**src/rtl/axis_pkg.sv**
```systemverilog
// Shared AXI-Stream beat definitions for the stream FIFO and its storage.
package axis_pkg;

    localparam int AXIS_DATA_W = 16;
    localparam int AXIS_KEEP_W = AXIS_DATA_W / 8;

    // One stored beat, most significant field first; the FIFO packs its
    // payload vector in exactly this order so the two stay interchangeable.
    typedef struct packed {
        logic [AXIS_DATA_W-1:0] data;
        logic [AXIS_KEEP_W-1:0] keep;
        logic                   last;
        logic                   id;
        logic                   dest;
        logic                   user;
    } axis_beat_t;

    localparam int AXIS_BEAT_W = $bits(axis_beat_t);

    // Width of a packed beat for an arbitrary data width: data + keep
    // (one bit per byte) + last/id/dest/user.
    function automatic int beat_bits(input int data_w);
        return data_w + (data_w / 8) + 4;
    endfunction

endpackage

```
**src/rtl/axis_fifo_ram.sv**
```systemverilog
// FIFO storage: one synchronous write port, one asynchronous read port.
// Contents are deliberately never reset; the pointers alone decide validity.
module axis_fifo_ram #(
    parameter  int DEPTH = 16,
    parameter  int WIDTH = 22,
    localparam int AW    = $clog2(DEPTH)
) (
    input  logic             clk,
    input  logic             we_i,
    input  logic [AW-1:0]    waddr_i,
    input  logic [WIDTH-1:0] wdata_i,
    input  logic [AW-1:0]    raddr_i,
    output logic [WIDTH-1:0] rdata_o
);

    logic [WIDTH-1:0] mem_q [DEPTH];

    // Write port: store the beat at the write address when enabled.
    always_ff @(posedge clk) begin
        if (we_i) begin
            mem_q[waddr_i] <= wdata_i;
        end
    end

    // Asynchronous read keeps the head word visible in the same cycle the
    // read pointer points at it, which is what makes the FIFO fall-through.
    assign rdata_o = mem_q[raddr_i];

endmodule

```
**src/rtl/axis_fifo16.sv**
```systemverilog
// First-word-fall-through AXI-Stream FIFO with word and packet occupancy.
// Holds pointers, status flags, counters and handshake logic; the payload
// lives in axis_fifo_ram.
module axis_fifo16
    import axis_pkg::*;
#(
    parameter  int DEPTH  = 16,
    parameter  int DATA_W = AXIS_DATA_W,
    localparam int KEEP_W = DATA_W / 8,
    localparam int PTR_W  = $clog2(DEPTH) + 1
) (
    input  logic              axis_clk,
    input  logic              axis_rst,

    input  logic              s_axis_tvalid,
    output logic              s_axis_tready,
    input  logic [DATA_W-1:0] s_axis_tdata,
    input  logic [KEEP_W-1:0] s_axis_tkeep,
    input  logic              s_axis_tlast,
    input  logic              s_axis_tid,
    input  logic              s_axis_tdest,
    input  logic              s_axis_tuser,

    output logic              m_axis_tvalid,
    input  logic              m_axis_tready,
    output logic [DATA_W-1:0] m_axis_tdata,
    output logic [KEEP_W-1:0] m_axis_tkeep,
    output logic              m_axis_tlast,
    output logic              m_axis_tid,
    output logic              m_axis_tdest,
    output logic              m_axis_tuser,

    output logic [PTR_W-1:0]  level,
    output logic [PTR_W-1:0]  pkt_count,
    output logic              full,
    output logic              empty
);

    localparam int AW     = PTR_W - 1;
    localparam int BEAT_W = beat_bits(DATA_W);
    localparam logic [PTR_W-1:0] ONE = PTR_W'(1);

    logic [PTR_W-1:0]  wr_ptr_q, wr_ptr_d;
    logic [PTR_W-1:0]  rd_ptr_q, rd_ptr_d;
    logic [PTR_W-1:0]  level_q, level_d;
    logic [PTR_W-1:0]  pkt_q, pkt_d;
    logic              full_q, full_d;
    logic              empty_q, empty_d;
    // Holds s_axis_tready low for the first cycle after reset releases.
    logic              accept_en_q;

    logic              push;
    logic              pop;
    logic [BEAT_W-1:0] wr_beat;
    logic [BEAT_W-1:0] rd_beat;

    assign s_axis_tready = accept_en_q & ~full_q;
    assign m_axis_tvalid = ~empty_q;
    assign full          = full_q;
    assign empty         = empty_q;
    assign level         = level_q;
    assign pkt_count     = pkt_q;

    assign push = s_axis_tvalid & s_axis_tready;
    assign pop  = m_axis_tvalid & m_axis_tready;

    assign wr_beat = {s_axis_tdata, s_axis_tkeep, s_axis_tlast,
                      s_axis_tid, s_axis_tdest, s_axis_tuser};
    assign {m_axis_tdata, m_axis_tkeep, m_axis_tlast,
            m_axis_tid, m_axis_tdest, m_axis_tuser} = rd_beat;

    axis_fifo_ram #(
        .DEPTH (DEPTH),
        .WIDTH (BEAT_W)
    ) u_ram (
        .clk     (axis_clk),
        .we_i    (push & ~axis_rst),
        .waddr_i (wr_ptr_q[AW-1:0]),
        .wdata_i (wr_beat),
        .raddr_i (rd_ptr_q[AW-1:0]),
        .rdata_o (rd_beat)
    );

    // Next-state pointers, occupancy counters and flags from this cycle's handshakes.
    always_comb begin
        wr_ptr_d = wr_ptr_q;
        rd_ptr_d = rd_ptr_q;
        level_d  = level_q;
        pkt_d    = pkt_q;

        if (push) begin
            wr_ptr_d = wr_ptr_q + ONE;
        end
        if (pop) begin
            rd_ptr_d = rd_ptr_q + ONE;
        end

        case ({push, pop})
            2'b10:   level_d = level_q + ONE;
            2'b01:   level_d = level_q - ONE;
            default: level_d = level_q;
        endcase

        // The popped word's tlast is the head word on the master side.
        case ({push & s_axis_tlast, pop & m_axis_tlast})
            2'b10:   pkt_d = pkt_q + ONE;
            2'b01:   pkt_d = pkt_q - ONE;
            default: pkt_d = pkt_q;
        endcase

        // Pointers span 2*DEPTH: equal low bits with differing MSBs means
        // the writer has lapped the reader exactly once.
        full_d  = (wr_ptr_d[AW-1:0] == rd_ptr_d[AW-1:0]) &&
                  (wr_ptr_d[AW] != rd_ptr_d[AW]);
        empty_d = (wr_ptr_d == rd_ptr_d);
    end

    // State registers; reset discards every held word, partial packets included.
    always_ff @(posedge axis_clk) begin
        if (axis_rst) begin
            wr_ptr_q    <= '0;
            rd_ptr_q    <= '0;
            level_q     <= '0;
            pkt_q       <= '0;
            full_q      <= 1'b0;
            empty_q     <= 1'b1;
            accept_en_q <= 1'b0;
        end else begin
            wr_ptr_q    <= wr_ptr_d;
            rd_ptr_q    <= rd_ptr_d;
            level_q     <= level_d;
            pkt_q       <= pkt_d;
            full_q      <= full_d;
            empty_q     <= empty_d;
            accept_en_q <= 1'b1;
        end
    end

endmodule

```
**config.mk**
```make
export PLATFORM = sky130hd
export DESIGN_NAME = axis_fifo16
export DESIGN_NICKNAME = d
export VERILOG_FILES = /design/src/rtl/axis_pkg.sv /design/src/rtl/axis_fifo_ram.sv /design/src/rtl/axis_fifo16.sv
export SDC_FILE = /design/constraint.sdc
export NUM_CORES = 1
export LEC_CHECK = 0
export ABC_AREA = 1
export BUFFER_PORTS_ARGS = -buffer_cell sky130_fd_sc_hd__buf_2
export CAP_MARGIN = 10
export CORE_AREA = 8 8 199 239
export DETAILED_ROUTE_END_ITERATION = 10
export DIE_AREA = 0 0 207 247
export PLACE_DENSITY = 0.59
export SYNTH_ARGS = -nofsm -noshare
export SYNTH_HDL_FRONTEND = slang
export SYNTH_SLANG_ARGS = --single-unit
```
**constraint.sdc**
```tcl
create_clock -name axis_clk -period 5.4 [get_ports axis_clk]
set_input_delay 0.54 -clock axis_clk [delete_from_list [all_inputs] [get_ports axis_clk]]
set_output_delay 0.54 -clock axis_clk [all_outputs]
set_load 0.05 [all_outputs]
```
==> summary.md <==
| Metric | Value |
|---|---|
| Post_cts resized | `0` |
| Compound-Gate Fraction of Synth Area | `0.112` |
| Avg Cell Area, Syn | `12.5 um^2` |
| Final Util | `0.398` |
| Hold Crit Class | `input port to flip-flop` |
| Rel. slew slack | `0.264` |
| Initial antenna violation count | `3` |
| Clock Pin Slew Worst Setup and Hold Paths | `0.06 ns` |
| Placed Instance Area | `16000 um^2` |
| Post-synthesis cell area | `15100 um^2` |
| RePlAce Congestion | `0.771` |
| Critical path buffers and inverters | `2` |
| Die height | `247 um` |
| Cell total after placement | `1781` |
| Area Growth Syn to Fin | `14.6%` |
| Syn Nets | `1249` |
| Final Non-Filler Cells | `1854` |
| Synth Instances | `1208` |
| # DRC | `0` |
| Vias/cell | `5.24` |
| Post-Synth Adder-Cell Area | `0.0134` |
| Synth top area share | `0.699` |
| Register Area | `11000 um^2` |
| Simple-gate share of the synthesized area | `0.108` |
| Longest Clk Path Bufs | `3` |
| Setup Viol. Count Final | `0` |
| Row cnt | `84` |
| Slowest cell on the critical path | `buf_4` |
| Vias | `9707` |
| Clock sinks | `375` |
| Place WS | `1.93 ns` |
| Setup_tns | `0 ns` |
| Maximum vdd drop | `0.000225 V` |
| Max Fanout on Critical Path | `104` |
| I/O pins | `62` |
| Die area | `51100 um^2` |
| Cell count of the worst hold path | `1` |
| Initial DRC Count | `935` |
| Core Area | `43500 um^2` |
| Antenna Nets Post-Route | `0` |
| Clock skew | `0.0118 ns` |
| Grt total ovfl | `0` |
| Leakage dissipation | `5.89 nW` |
| Root buffer cell | `clkbuf_16` |
| Class of the most critical setup path | `flip-flop to output port` |
| I/O Buffers | `61` |
| Startpoint types | `flip-flop` |
| Top post-synthesis cells by area | `edfxtp_1 70%, nor2_1 5.8%, o21ai_0 5.1%, dfxtp_1 3.0%, nand2_1 2.9%` |
| Critical Path End Type | `output port` |
| Critical Path RT | `4.86 ns` |
| Share of post-route cells with drive strength above 1 | `0.134` |
| Hold buffers post-CTS | `0` |
| Pre-Repair DR Iteration Count | `5` |
| Fin crit share | `0.741` |
| Post-CTS Setup Inserts | `0` |
| Critical Path AT | `3.46 ns` |
| R2R setup slack | `1.95 ns` |
| Commonest non-fill, non-tap cell in the layout | `edfxtp_1` |
| Max cap viols | `0` |
| Global-route usage over all layers | `0.147` |
| CTS tree | `yes` |
| Syn. warnings | `0` |
| Library cells used by synthesis | `30` |
| Multiplexer share of the synthesized area | `0` |
| Largest net degree at the start of global routing | `105` |
| Fillers | `4109` |
| #FFs+latches synth | `375` |
| Final hold slack | `0.385 ns` |
| Worst path cell trace | `buf_4, o21ai_0, o22ai_1, nand2_1, nand3_1, buf_2` |
| Unrepaired setup endpoints after global routing | `no` |
| Total power | `6.83 mW` |
| Worst path max stage delay | `0.92 ns` |
| Tmin final | `4.00 ns` |
| Worst path depth | `6` |
| Final instance area | `17300 um^2` |
| Area leader, netlist | `edfxtp_1` |
| Power Density | `394 nW/um^2` |
| Max-slew violation count | `0` |
| Main combinational cell family by area after synthesis | `compound AO/OA/AOI/OAI gates` |
| Initial Util | `0.347` |
| Nets | `1305` |
| Worst-skew pair later-pin latency | `0.53 ns` |
| Die span in x | `207 um` |
| First-pass GRT wire length | `58600 um` |
| DP Wirelength | `20800 um` |
| R2R depth | `15` |
| Most frequent cells in the layout | `352 x edfxtp_1, 220 x nor2_1, 155 x o21ai_0` |
| Register area share after synthesis | `0.730` |
| Fmax | `250 MHz` |
| H-tree lvl count | `2` |
| Final worst slack | `1.40 ns` |
| Crit path max-delay family | `buffers and inverters` |
| Worst-margin pin slew | `1.10 ns` |
| TritonCTS Buffers | `40` |
| Area of the multi-input gates | `3640 um^2` |
| Routed WL | `38300 um` |
| Final hold violations | `0` |
| Number of global-route vias before repair | `9920` |
| Status | `finished, final reports clean` |
| WL/cell | `20.6 um` |
| Post-synthesis xor/xnor area fraction | `0.00406` |
-- cell usage after synthesis --
cell / instances
nand2_1: 115
fa_1: 2
buf_1: 2
a21oi_1: 8
buf_4: 5
nand3_2: 2
ha_1: 13
clkbuf_1: 29
nand3_1: 50
inv_2: 3
a21oi_2: 1
o22ai_1: 54
buf_2: 32
dfxtp_1: 23
o21ai_1: 31
inv_4: 1
nor2_1: 234
o211ai_2: 2
buf_6: 4
nand2_2: 1
nor3_1: 3
edfxtp_1: 352
o211ai_1: 20
o221ai_1: 22
xnor2_1: 1
nand4_1: 4
xor2_1: 6
nor2_2: 2
inv_1: 31
o21ai_0: 155
-- routing by layer --
metal,GRT usage,wire length [um],up-vias
met5,0,0,-
met4,0.0410,795,0
met3,0.0243,2350,55
met2,0.252,18400,285
met1,0.191,16700,4845
li1,-,-,4522
-- report_power, final --
part / leakage (nW) / internal (mW) / switching [mW]
Clock: 0.629 / 1.62 / 1.10
Sequential: 3.36 / 3.20 / 0.0477
Combinational: 1.91 / 0.215 / 0.647
-- state kept, by name, indices dropped and copies added, names as in the netlist --
register     cells
pkt_count        5
wr_ptr_q         5
full             1
level            5
u_ram.mem_q    352
accept_en_q      1
rd_ptr_q         5
empty            1
-- worst reg2reg max path: stages (launching register included) --
cell and delay [ns]:
dfxtp_4 0.88, inv_4 0.45, o21ai_0 0.32, o22ai_1 0.12, nand2_1 0.07, nand2_1 0.05
inv_1 0.08, a21oi_2 0.08, ha_1 0.28, fa_1 0.43, nand3_1 0.10, nand2_1 0.08
a21oi_1 0.13, o21ai_0 0.12, nor2_1 0.12, nor2_1 0.05
-- final cells by class --
type,instances,area share
clock inverter,28,0.0152
inverter,35,0.00773
tap,559,0.0404
timing repair buffer,86,0.0292
antenna,1,0.000144
multi-input combinational,726,0.210
clock buffer,44,0.0599
sequential,375,0.637
-- final timing paths --
path                                 startpoint                end
worst min register to register     pkt_count[4]       pkt_count[4]
worst max register to register      rd_ptr_q[0]       pkt_count[4]
worst max-delay path                rd_ptr_q[0]    m_axis_tdata[1]
worst min-delay path            s_axis_tdata[2]  u_ram.mem_q[8][8]
-- kinds of logic (layout without fill, tap and decap cells) --
family / Yosys count / count (layout)
AO/OA/AOI/OAI: 293 / 293
XOR/XNOR: 7 / 7
adder cells (fa/ha/maj): 15 / 15
buffers and inverters: 107 / 193
flip-flops: 375 / 375
other: 0 / 1
AND/OR/NAND/NOR: 411 / 411
Note: power is estimated with default switching activity, not from simulation.
